## src/rtl/mem_stage_unit.sv

```systemverilog
// -----------------------------------------------------------------------------
// mem_stage_unit
//
// Memory-stage engine of a 5-stage RISC-V pipeline. It takes the EX/MEM
// register contents and either passes them straight into MEM/WB (ALU ops) or
// issues one data-memory access over a req/ready handshake, stalling the
// upstream stages until that access completes or times out. It also resolves
// conditional branches (branch & zero).
//
// Ports
//   clk, reset            clock; asynchronous active-high reset
//   *_in                  EX/MEM payload (control, ALU result/address, store
//                         data, destination register, branch target, zero flag)
//   dmem_req/we/addr/wdata  registered request to data memory
//   dmem_ready/rdata      completion strobe and load data from data memory
//   stall                 hold PC, IF/ID, ID/EX, EX/MEM (combinational)
//   pc_src, branch_target branch-taken redirect (combinational)
//   wb_*                  registered MEM/WB payload
//   mem_err               sticky error: misaligned, read+write conflict, timeout
// -----------------------------------------------------------------------------
module mem_stage_unit #(
    parameter int XLEN           = 64,
    parameter int TIMEOUT_CYCLES = 255
) (
    input  logic            clk,
    input  logic            reset,
    input  logic            mem_to_reg_in,
    input  logic            reg_write_en_in,
    input  logic            mem_read_in,
    input  logic            mem_write_in,
    input  logic            branch_in,
    input  logic [XLEN-1:0] pc_next_in,
    input  logic            z_flag_in,
    input  logic [XLEN-1:0] alu_out_in,
    input  logic [XLEN-1:0] data_in,
    input  logic [4:0]      rd_in,
    output logic            dmem_req,
    output logic            dmem_we,
    output logic [XLEN-1:0] dmem_addr,
    output logic [XLEN-1:0] dmem_wdata,
    input  logic            dmem_ready,
    input  logic [XLEN-1:0] dmem_rdata,
    output logic            stall,
    output logic            pc_src,
    output logic [XLEN-1:0] branch_target,
    output logic            wb_mem_to_reg,
    output logic            wb_reg_write_en,
    output logic [4:0]      wb_rd,
    output logic [XLEN-1:0] wb_alu_out,
    output logic [XLEN-1:0] wb_read_data,
    output logic            mem_err
);

    typedef enum logic [0:0] {
        ST_IDLE   = 1'b0,
        ST_ACCESS = 1'b1
    } state_e;

    localparam logic [7:0] TIMEOUT_LIM = 8'(TIMEOUT_CYCLES);

    state_e            state_q, state_d;
    logic [7:0]        cnt_q, cnt_d;
    logic              req_q, req_d;
    logic              we_q, we_d;
    logic [XLEN-1:0]   addr_q, addr_d;
    logic [XLEN-1:0]   wdata_q, wdata_d;
    logic [4:0]        p_rd_q, p_rd_d;
    logic              p_m2r_q, p_m2r_d;
    logic              p_rw_q, p_rw_d;
    logic              wb_m2r_q, wb_m2r_d;
    logic              wb_rw_q, wb_rw_d;
    logic [4:0]        wb_rd_q, wb_rd_d;
    logic [XLEN-1:0]   wb_alu_q, wb_alu_d;
    logic [XLEN-1:0]   wb_rdata_q, wb_rdata_d;
    logic              err_q, err_d;

    logic              access_s;
    logic              legal_s;
    logic              timeout_s;

    assign access_s  = mem_read_in | mem_write_in;
    // Accesses are doubleword-aligned only, and a single op may not both load and store.
    assign legal_s   = (alu_out_in[2:0] == 3'b000) & ~(mem_read_in & mem_write_in);
    assign timeout_s = (cnt_q >= TIMEOUT_LIM);

    // Stall while launching, and while waiting with budget left; the completing
    // or aborting cycle releases upstream so it advances on that same edge.
    assign stall = ((state_q == ST_IDLE) & access_s & legal_s) |
                   ((state_q == ST_ACCESS) & ~dmem_ready & ~timeout_s);

    assign pc_src        = branch_in & z_flag_in & (state_q == ST_IDLE);
    assign branch_target = pc_next_in;

    assign dmem_req        = req_q;
    assign dmem_we         = we_q;
    assign dmem_addr       = addr_q;
    assign dmem_wdata      = wdata_q;
    assign wb_mem_to_reg   = wb_m2r_q;
    assign wb_reg_write_en = wb_rw_q;
    assign wb_rd           = wb_rd_q;
    assign wb_alu_out      = wb_alu_q;
    assign wb_read_data    = wb_rdata_q;
    assign mem_err         = err_q;

    // Next-state, request and MEM/WB payload selection.
    always_comb begin
        state_d    = state_q;
        cnt_d      = cnt_q;
        req_d      = req_q;
        we_d       = we_q;
        addr_d     = addr_q;
        wdata_d    = wdata_q;
        p_rd_d     = p_rd_q;
        p_m2r_d    = p_m2r_q;
        p_rw_d     = p_rw_q;
        wb_m2r_d   = wb_m2r_q;
        wb_rw_d    = wb_rw_q;
        wb_rd_d    = wb_rd_q;
        wb_alu_d   = wb_alu_q;
        wb_rdata_d = wb_rdata_q;
        err_d      = err_q;

        case (state_q)
            ST_IDLE: begin
                if (access_s) begin
                    // Any access puts a bubble into MEM/WB this cycle.
                    wb_m2r_d   = 1'b0;
                    wb_rw_d    = 1'b0;
                    wb_rd_d    = 5'd0;
                    wb_alu_d   = {XLEN{1'b0}};
                    wb_rdata_d = {XLEN{1'b0}};
                    if (legal_s) begin
                        // addr_q doubles as the pending ALU result for writeback.
                        addr_d  = alu_out_in;
                        wdata_d = data_in;
                        we_d    = mem_write_in;
                        p_rd_d  = rd_in;
                        p_m2r_d = mem_to_reg_in;
                        p_rw_d  = reg_write_en_in;
                        req_d   = 1'b1;
                        cnt_d   = 8'd0;
                        state_d = ST_ACCESS;
                    end else begin
                        err_d = 1'b1;
                    end
                end else begin
                    wb_m2r_d   = mem_to_reg_in;
                    wb_rw_d    = reg_write_en_in;
                    wb_rd_d    = rd_in;
                    wb_alu_d   = alu_out_in;
                    wb_rdata_d = {XLEN{1'b0}};
                end
            end
            ST_ACCESS: begin
                if (dmem_ready) begin
                    wb_m2r_d   = p_m2r_q;
                    wb_rw_d    = p_rw_q;
                    wb_rd_d    = p_rd_q;
                    wb_alu_d   = addr_q;
                    wb_rdata_d = we_q ? {XLEN{1'b0}} : dmem_rdata;
                    req_d      = 1'b0;
                    cnt_d      = 8'd0;
                    state_d    = ST_IDLE;
                end else if (timeout_s) begin
                    wb_m2r_d   = 1'b0;
                    wb_rw_d    = 1'b0;
                    wb_rd_d    = 5'd0;
                    wb_alu_d   = {XLEN{1'b0}};
                    wb_rdata_d = {XLEN{1'b0}};
                    err_d      = 1'b1;
                    req_d      = 1'b0;
                    cnt_d      = 8'd0;
                    state_d    = ST_IDLE;
                end else begin
                    cnt_d = cnt_q + 8'd1;
                end
            end
            default: begin
                req_d   = 1'b0;
                cnt_d   = 8'd0;
                state_d = ST_IDLE;
            end
        endcase
    end

    // State, request and MEM/WB registers; reset drops the request immediately.
    always_ff @(posedge clk or posedge reset) begin
        if (reset) begin
            state_q    <= ST_IDLE;
            cnt_q      <= 8'd0;
            req_q      <= 1'b0;
            we_q       <= 1'b0;
            addr_q     <= {XLEN{1'b0}};
            wdata_q    <= {XLEN{1'b0}};
            p_rd_q     <= 5'd0;
            p_m2r_q    <= 1'b0;
            p_rw_q     <= 1'b0;
            wb_m2r_q   <= 1'b0;
            wb_rw_q    <= 1'b0;
            wb_rd_q    <= 5'd0;
            wb_alu_q   <= {XLEN{1'b0}};
            wb_rdata_q <= {XLEN{1'b0}};
            err_q      <= 1'b0;
        end else begin
            state_q    <= state_d;
            cnt_q      <= cnt_d;
            req_q      <= req_d;
            we_q       <= we_d;
            addr_q     <= addr_d;
            wdata_q    <= wdata_d;
            p_rd_q     <= p_rd_d;
            p_m2r_q    <= p_m2r_d;
            p_rw_q     <= p_rw_d;
            wb_m2r_q   <= wb_m2r_d;
            wb_rw_q    <= wb_rw_d;
            wb_rd_q    <= wb_rd_d;
            wb_alu_q   <= wb_alu_d;
            wb_rdata_q <= wb_rdata_d;
            err_q      <= err_d;
        end
    end

endmodule

```

## config.mk

```make
export PLATFORM = sky130hd
export DESIGN_NAME = mem_stage_unit
export DESIGN_NICKNAME = d
export VERILOG_FILES = /design/src/rtl/mem_stage_unit.sv
export SDC_FILE = /design/constraint.sdc
export NUM_CORES = 1
export LEC_CHECK = 0
export CELL_PAD_IN_SITES_DETAIL_PLACEMENT = 1
export CELL_PAD_IN_SITES_GLOBAL_PLACEMENT = 1
export CORE_AREA = 4 4 230 232
export CTS_CLUSTER_SIZE = 25
export DETAILED_ROUTE_END_ITERATION = 16
export DIE_AREA = 0 0 234 236
export GPL_ROUTABILITY_DRIVEN = 0
export GPL_TIMING_DRIVEN = 0
export PLACE_DENSITY = 0.67
export REMOVE_ABC_BUFFERS = 1
export SYNTH_ARGS = -nofsm -noshare
export SYNTH_HDL_FRONTEND = slang
export SYNTH_SLANG_ARGS = --single-unit
```

## constraint.sdc

```tcl
create_clock -name clk -period 12.37 [get_ports clk]
set_input_delay 1.237 -clock clk [delete_from_list [all_inputs] [get_ports clk]]
set_output_delay 1.237 -clock clk [all_outputs]
set_load 0.02 [all_outputs]
```

==> results of run 1 <==
==> logic make-up after synthesis <==
group	synth area share, %
AOI/OAI and AO/OA	12.6
buffers and inverters	9.64
DFF	62.7
xor gates and xnor gates	0.0778
adders and majority gates	0.111
muxes	13.4
and+or+nand+nor	1.56
==> layout make-up <==
class                   instances  share of cell area (%)
repair buffers                495                    29.4
multi-input cells             326                    17.9
well taps                     680                    4.84
clock buffers                  56                    6.01
clock inverters                 4                   0.114
inverters                      73                    1.60
flip-flops and latches        282                    40.1
==> routing by layer <==
layer / GRT usage, % / vias to the layer above / wire length, µm
met5: 3.39 / - / 237
met4: 3.40 / 6 / 775
met3: 12.1 / 49 / 7820
met2: 23.5 / 550 / 19500
met1: 17.2 / 4406 / 16400
li1: - / 3698 / -
==> placed cells by master (no fill, tap or decap), types with 2 or more instances in the layout <==
master / instances
clkinv_2: 4
nor2_1: 5
buf_16: 8
mux2_1: 100
o21ai_0: 9
nor2b_1: 4
clkbuf_16: 37
nand2b_1: 2
buf_12: 7
a21oi_1: 7
buf_6: 6
inv_1: 72
nand3_1: 3
a222oi_1: 71
a22o_1: 65
clkdlybuf4s50_1: 473
mux2_2: 33
nand4_1: 3
clkbuf_1: 13
a31oi_1: 3
clkbuf_8: 6
dfrtp_1: 282
or2_2: 2
nand2_1: 7
==> metrics by stage <==
stage	setup TNS, ns	cell area, µm²	util, %	std cells
6_report	0	17600	34.5	1916
5_1_grt	0	17600	34.5	1916
4_1_cts	0	17600	34.5	1916
3_5_place_dp	0	16500	32.4	1856
3_3_place_gp	-148.61	16000	31.4	1834
2_1_floorplan	0	10500	-	681
==> worst max-delay path: stages <==
cell and delay, ns:
clkdlybuf4s50_1 0.43, nor3_1 0.48, nand2_1 0.21, nor2_4 0.29
buf_12 0.23, buf_12 0.22, buf_12 0.21, or2_2 0.14
clkdlybuf4s50_1 0.61
==> power breakdown <==
part | total (W) | internal (W) | switching, W
logic | 0.000766 | 0.000392 | 0.000374
clock network | 0.000970 | 0.000582 | 0.000389
registers | 0.00117 | 0.00107 | 0.0000979
==> worst max-delay path by stage <==
stage	endpoint	depth (start not counted)
finish	stall	9
global route	stall	9
CTS	stall	9
detailed placement	stall	9
global placement	dmem_addr[11]	2
floorplan	cnt_q[0]	1
==> results by group, run 1 <==
Run status
  • Status: complete, no violations

Worst setup path
  • Startpoint class of the critical path: primary input
  • Crit path launch: alu_out_in[2]
  • Reg-to-reg critical path endpoint: wb_alu_out[27]
  • Reg2reg start: cnt_q[0]
  • Critical path class: in2out
  • R2R cell count: 8
  • R2R setup slack: 9.74 ns
  • CP arrival: 4.15 ns
  • CP max FO: 28
  • Worst Setup End Kind: output port
  • CP required: 11.13 ns

Global route
  • Initial antenna violation count: 0
  • Largest net degree at the start of global routing: 119
  • First-pass GRT wire length: 64.7 mm
  • Vias in the first global route: 9467
  • GRT Overall Usage: 15.6%
  • Grt ovf: 0

Routing
  • Post-route ant nets: 0
  • Iteration-0 DRC Markers: 508
  • Vias: 8709
  • DR pass1 iterations: 8
  • DRC violations left: 0
  • Drt total wl: 44.8 mm
  • DR WL/cell: 23.4 µm
  • Vias per std cell: 4.55

Logic synthesis
  • Yosys warnings: 0
  • Most used DFF post-synth: dfrtp_1
  • Number of synthesized register bits: 282
  • Register area share after synthesis: 62.7%
  • EDFF count, synth: 0
  • Most common cell in the synthesized netlist: dfrtp_1
  • Area share of the largest cell type after synthesis: 62.7%
  • Cell accounting for the most synthesized area: dfrtp_1
  • Synthesized instance count: 799
  • Synth Cell Area: 0.0113 mm²
  • Asr flop ratio synth: 100%
  • Top post-synthesis cells by area: dfrtp_1 (63%), mux2_1 (10%), a222oi_1 (6.3%)
  • Synth top cells by count: dfrtp_1 (282), mux2_1 (100), inv_1 (73)
  • Synth Area per Inst: 14.1 µm²
  • Unique masters post-synth: 30

Min path
  • Hold Crit Depth: 1
  • Worst hold path startpoint: dmem_wdata[25]
  • Hold Path Class: reg2reg
  • Hold Crit Endpoint: dmem_wdata[25]

Clocking
  • H-tree depth: 2
  • Worst skew pair latency: 0.52 ns
  • TritonCTS Buffers: 34
  • Clk root buf: clkbuf_16
  • Clock-pin slew on the worst setup and hold paths: 0.05 ns
  • CTS max path bufs: 3
  • # hold bufs at CTS: 0
  • Post_cts resized: 0
  • Post-CTS Setup Inserts: 0
  • CTS tree: yes
  • Clock sink total: 282

Die
  • Die width: 234 µm
  • Floorplan core area: 0.0510 mm²
  • Die Y-Extent: 236 µm
  • Initial Utilization: 22.1%
  • IO Pins: 602
  • Floorplan row count: 83
  • Die area: 0.0552 mm²

Layout
  • FF+latch area: 0.00706 mm²
  • Share of layout cells above drive strength 1: 8.98%
  • Footprint of the multi-input gates: 0.00314 mm²
  • NumNets Final: 1483
  • Diodes inserted: 0
  • Area grow syn2layout: 56.1%
  • # fillers: 5458

Timing
  • Slew @ Worst Pin: 0.890 ns
  • Worst hold slack: 0.482 ns
  • Final setup margin: 6.99 ns
  • F_max: 0.186 GHz
  • RSZ-0062 raised after global routing: false
  • Slew margin rel.: 40.5%
  • Worst Skew: 0.00916 ns
  • Post-route clock period utilization: 43.5%
  • Count of final hold-check violations: 0
  • Setup violators final: 0
  • Max Transition Viols Final: 0
  • Final Critical Period: 5.38 ns

Placed design
  • Dpl ws: 6.98 ns
  • Post-detail-place hpwl: 34.3 mm
  • I/O Buffers: 473

Power
  • Worst vdd ir: 0.109 mV
  • PwrDens: 165 mW/mm²
  • Leakage power: 7.81 nW
  • Power Total: 0.00291 W

Job
  • Max-cap violations: 0
Note: power is estimated with default switching activity, not from simulation.
==> inputs of run 2 (changes only) <==
--- a/config.mk
+++ b/config.mk
@@ -7,13 +7,13 @@
 export LEC_CHECK = 0
 export CELL_PAD_IN_SITES_DETAIL_PLACEMENT = 1
 export CELL_PAD_IN_SITES_GLOBAL_PLACEMENT = 1
-export CORE_AREA = 4 4 230 232
+export CORE_AREA = 4 4 235 237
 export CTS_CLUSTER_SIZE = 25
 export DETAILED_ROUTE_END_ITERATION = 16
-export DIE_AREA = 0 0 234 236
+export DIE_AREA = 0 0 239 241
 export GPL_ROUTABILITY_DRIVEN = 0
 export GPL_TIMING_DRIVEN = 0
-export PLACE_DENSITY = 0.67
+export PLACE_DENSITY = 0.68
 export REMOVE_ABC_BUFFERS = 1
 export SYNTH_ARGS = -nofsm -noshare
 export SYNTH_HDL_FRONTEND = slang
==> constraint.sdc (replaced) <==
create_clock -name clk -period 4.7 [get_ports clk]
set_input_delay 0.47 -clock clk [delete_from_list [all_inputs] [get_ports clk]]
set_output_delay 0.47 -clock clk [all_outputs]
set_load 0.02 [all_outputs]
==> run 2 against run 1 <==
Net effect: critical path type is now reg2out; register-to-register slack worse by 7.9 ns; final cell count rose by 0.68%; clock power rose to 2.7 times the previous value; sequential power grew to 2.6 times the previous value; combinational power rose to 2.6 times the previous value; sequential cell count stayed put; setup slack worse by 6.5 ns; first-iteration DRC count up 2.8%.
==> results by group, run 2 (same netlist as run 1, synthesis figures left out) <==
Run status
  • Status: complete, no violations

Die
  • Die width: 239 µm
  • Floorplan core area: 0.0533 mm²
  • Initial Utilization: 21.1%
  • Floorplan row count: 85
  • IO Pins: 602
  • Die area: 0.0576 mm²
  • Die Y-Extent: 241 µm

Min path
  • Hold Path Class: in2async

Layout
  • Final Core Density: 32.9%
  • Non-Filler Instances: 1929
  • Commonest cells after routing, fill and taps aside: clkdlybuf4s50_1 (473), dfrtp_1 (282), mux2_1 (100)
  • Diodes inserted: 0
  • NumNets Final: 1480
  • Area grow syn2layout: 55.8%
  • Commonest non-fill, non-tap cell in the layout: clkdlybuf4s50_1
  • Share of layout cells above drive strength 1: 8.84%

Clocking
  • Clock sink total: 282
  • Post-CTS Setup Inserts: 0
  • Clock-pin slew on the worst setup and hold paths: 0.06 ns
  • Post_cts resized: 0
  • Worst skew pair latency: 0.53 ns
  • TritonCTS Buffers: 34
  • H-tree depth: 2
  • # hold bufs at CTS: 0
  • CTS max path bufs: 3
  • CTS tree: yes
  • Clk root buf: clkbuf_16

Global route
  • Grt ovf: 0
  • Vias in the first global route: 9538
  • GRT Overall Usage: 14.8%
  • Initial antenna violation count: 1
  • Largest net degree at the start of global routing: 108
  • First-pass GRT wire length: 64.4 mm

Timing
  • Slew @ Worst Pin: 0.909 ns
  • Worst Skew: 0.0138 ns
  • Max Transition Viols Final: 0
  • Post-route clock period utilization: 89.9%
  • Setup TNS: 0 ns
  • Slew margin rel.: 39.1%
  • F_max: 0.237 GHz
  • Final setup margin: 0.473 ns
  • Setup violators final: 0
  • Count of final hold-check violations: 0
  • Final Critical Period: 4.23 ns
  • RSZ-0062 raised after global routing: false

Routing
  • Iteration-0 DRC Markers: 522
  • Post-route ant nets: 0
  • DRC violations left: 0
  • DR WL/cell: 23.1 µm
  • Vias: 8667
  • DR pass1 iterations: 7
  • Vias per std cell: 4.49
  • Drt total wl: 44.6 mm

Worst setup path
  • R2R cell count: 9
  • Critical path class: reg2out
  • Reg2reg start: cnt_q[0]
  • Reg-to-reg critical path endpoint: wb_alu_out[33]
  • CP max FO: 28
  • CP arrival: 3.76 ns
  • Startpoint class of the critical path: flip-flop
  • Worst Setup End Kind: output port
  • CP required: 4.23 ns
  • R2R setup slack: 1.88 ns

Power
  • Power Total: 0.00771 W
  • Leakage power: 7.79 nW
  • Worst vdd ir: 0.257 mV
  • PwrDens: 440 mW/mm²

Job
  • Max-cap violations: 0

Placed design
  • Post-detail-place hpwl: 33.9 mm
  • Dpl ws: 0.697 ns
  • I/O Buffers: 473
  • Placed insts: 1869
## run 2: critical path, cell delays in order (launching register included)
cell and delay, ns:
dfrtp_1 0.42, ha_1 0.27, and4_4 0.23, a41oi_4 0.71, buf_16 0.25, buf_16 0.19, buf_12 0.20, buf_16 0.19
or2_2 0.13, clkdlybuf4s50_1 0.60
## run 2: how the worst max path moves through the flow
stage	cells past startpoint	slack, ns	to	start
CTS	9	0.41	stall	cnt_q[0]
floorplan	1	-3.55	cnt_q[0]	reset
finish	9	0.47	stall	cnt_q[0]
global placement	2	-7.42	dmem_wdata[0]	reset
global route	9	0.28	stall	cnt_q[0]
detailed placement	9	0.70	stall	dmem_ready
## run 2: cell type report
class,instances,area [µm²]
clock buffers,52,1010
clock inverters,8,90.1
fillers,5717,35700
inverters,73,282
multi-input cells,326,3140
flip-flops and latches,282,7060
well taps,696,871
repair buffers,492,5100
## run 2: report_power, final
group | switching [W] | total [W] | internal, W
combinational | 0.000972 | 0.00200 | 0.00103
clock | 0.00103 | 0.00263 | 0.00159
sequential | 0.000265 | 0.00309 | 0.00282
## run 2: routing by layer
layer | track usage [%] | part of all wire [%] | vias up
met2 | 22.3 | 43 | 537
met5 | 2.78 | 0.54 | -
met3 | 10.6 | 17 | 64
met1 | 16.6 | 37 | 4378
li1 | - | - | 3682
met4 | 4.11 | 2.3 | 6
## run 2: through the flow
step / hold WS [ns] / cell area [µm²]
floorplan: 0.459 / 10500
global placement: 0.466 / 16100
detailed placement: 0.477 / 16400
CTS: 0.435 / 17500
global route: 0.501 / 17500
finish: 0.470 / 17500
==> inputs of run 3 (changes only) <==
--- a/config.mk
+++ b/config.mk
@@ -5,15 +5,17 @@
 export SDC_FILE = /design/constraint.sdc
 export NUM_CORES = 1
 export LEC_CHECK = 0
+export CAP_MARGIN = 20
 export CELL_PAD_IN_SITES_DETAIL_PLACEMENT = 1
 export CELL_PAD_IN_SITES_GLOBAL_PLACEMENT = 1
 export CORE_AREA = 4 4 235 237
+export CTS_BUF_LIST = sky130_fd_sc_hd__clkbuf_4 sky130_fd_sc_hd__clkbuf_8 sky130_fd_sc_hd__clkbuf_16
 export CTS_CLUSTER_SIZE = 25
 export DETAILED_ROUTE_END_ITERATION = 16
 export DIE_AREA = 0 0 239 241
 export GPL_ROUTABILITY_DRIVEN = 0
 export GPL_TIMING_DRIVEN = 0
-export PLACE_DENSITY = 0.68
+export PLACE_DENSITY = 0.7
 export REMOVE_ABC_BUFFERS = 1
 export SYNTH_ARGS = -nofsm -noshare
 export SYNTH_HDL_FRONTEND = slang
==> run 3 against run 2 <==
Net effect: highest routed layer unchanged; combinational power barely moved; clock power rose by 3%; non-clock buffer count rose by 2; routed wire length fell by 1.1%; global-route usage fell by 0.081 points; final cell count did not move; worst hold slack got worse by 0.089 ns; sequential power barely moved; via count rose by 0.25%.
==> results by group, run 3 (same netlist as run 1, synthesis figures left out) <==
Power
  • Leakage power: 7.84 nW
  • Worst vdd ir: 0.293 mV
  • Psw: 0.00227 W
  • PwrDens: 442 mW/mm²
  • Clock power share: 34.7%
  • Combinational share of power: 25.7%
  • P_int: 0.00553 W
  • Reg power frac: 39.6%
  • Switching Share: 29.1%

Worst setup path
  • CP max FO: 27
  • Startpoint class of the critical path: flip-flop
  • CP arrival: 3.63 ns
  • CP required: 4.23 ns
  • Critical path class: reg2out
  • Worst Setup End Kind: output port

Clocking
  • TritonCTS Buffers: 34
  • Clock-pin slew on the worst setup and hold paths: 0.06 ns
  • H-tree depth: 2
  • Clk root buf: clkbuf_16
  • Clock sink total: 282
  • Post-CTS Setup Inserts: 0
  • Worst skew pair latency: 0.53 ns
  • CTS max path bufs: 3
  • CTS tree: yes
  • Post_cts resized: 0
  • # hold bufs at CTS: 0

Timing
  • Count of final hold-check violations: 0
  • Setup violators final: 0
  • Worst Skew: 0.0112 ns
  • Slew margin rel.: 40.6%
  • Max Transition Viols Final: 0
  • RSZ-0062 raised after global routing: false
  • Slew @ Worst Pin: 0.887 ns
  • Final setup margin: 0.596 ns
  • Final Critical Period: 4.10 ns
  • Post-route clock period utilization: 87.3%
  • F_max: 0.244 GHz

Routing
  • DR pass1 iterations: 6
  • Vias: 8689
  • Drt total wl: 44.1 mm
  • DRC violations left: 0
  • DR WL/cell: 22.8 µm
  • Vias per std cell: 4.50
  • Post-route ant nets: 0
  • Iteration-0 DRC Markers: 468

Die
  • IO Pins: 602
  • Floorplan row count: 85
  • Die width: 239 µm
  • Die Y-Extent: 241 µm
  • Initial Utilization: 21.1%
  • Floorplan core area: 0.0533 mm²
  • Die area: 0.0576 mm²

Layout
  • Share of layout cells above drive strength 1: 9.81%
  • # fillers: 5664
  • Non-Filler Instances: 1929
  • Footprint of the multi-input gates: 0.00314 mm²
  • NumNets Final: 1482
  • Diodes inserted: 0
  • Commonest non-fill, non-tap cell in the layout: clkdlybuf4s50_1
  • Area grow syn2layout: 56.5%
  • Commonest cells after routing, fill and taps aside: clkdlybuf4s50_1 (473), dfrtp_1 (282), mux2_1 (100)
  • FF+latch area: 0.00706 mm²

Global route
  • GRT Overall Usage: 14.7%
  • Largest net degree at the start of global routing: 125
  • Vias in the first global route: 9699
  • Grt ovf: 0
  • Initial antenna violation count: 0
  • First-pass GRT wire length: 64.5 mm

Placed design
  • Post-detail-place hpwl: 33.6 mm
  • I/O Buffers: 473
  • Placed insts: 1871
  • Dpl ws: 0.853 ns

Min path
  • Hold Path Class: in2async

Run status
  • Status: complete, no violations

Job
  • Max-cap violations: 0
-- run 3: cell type report --
| cell class | count | share of cell area [%] |
|---|---|---|
| well taps | 696 | 4.94 |
| clock buffers | 53 | 6.08 |
| repair buffers | 494 | 29.1 |
| clock inverters | 5 | 0.426 |
| inverters | 73 | 1.60 |
| multi-input cells | 326 | 17.8 |
| flip-flops and latches | 282 | 40.0 |
-- run 3: power by group through the flow --
stage	Sequential [W]	Combinational (W)	Clock, W
after floorplan	0.00354	0.000391	0
after global placement	0.00309	0.00198	0
after detailed placement	0.00313	0.00202	0
after CTS	0.00309	0.00203	0.00282
after global routing	0.00314	0.00212	0.00292
final	0.00309	0.00200	0.00270
-- run 3: path summary, 6_finish.rpt --
path,from,endpoint,slack [ns],cells past startpoint
worst max register to register,cnt_q[0],wb_alu_out[8],2.02,8
worst max-delay path,cnt_q[0],stall,0.60,8
min in group clk,dmem_wdata[34],dmem_wdata[34],0.48,1
worst min register to register,dmem_wdata[34],dmem_wdata[34],0.48,1
max in group asynchronous,reset,dmem_wdata[8],3.27,3
worst min-delay path,reset,dmem_wdata[34],0.38,2
-- run 3: critical path, stage by stage (launching register included) --
cell	delay [ns]
dfrtp_1	0.42
ha_1	0.28
and4_4	0.24
a41oi_4	0.75
buf_16	0.26
buf_16	0.19
buf_12	0.20
or2_2	0.13
clkdlybuf4s50_1	0.61
-- run 3: per-layer routing --
metal	GRT usage [%]	wire, µm
met5	3.93	299
met4	4.11	1050
met3	9.60	6760
met2	22.8	19400
met1	16.6	16500
-- run 3: per-stage QoR --
stage	setup TNS, ns	instance area, µm²	util [%]	power, W	hold WS [ns]
6_report	0	17600	33.1	0.00779	0.381
5_1_grt	0	17600	33.1	0.00818	0.409
4_1_cts	0	17600	33.1	0.00795	0.349
3_5_place_dp	0	16500	30.9	0.00515	0.474
3_3_place_gp	-2978.86	16100	30.1	0.00507	0.467
2_1_floorplan	-1047.44	10500	-	0.00393	0.459
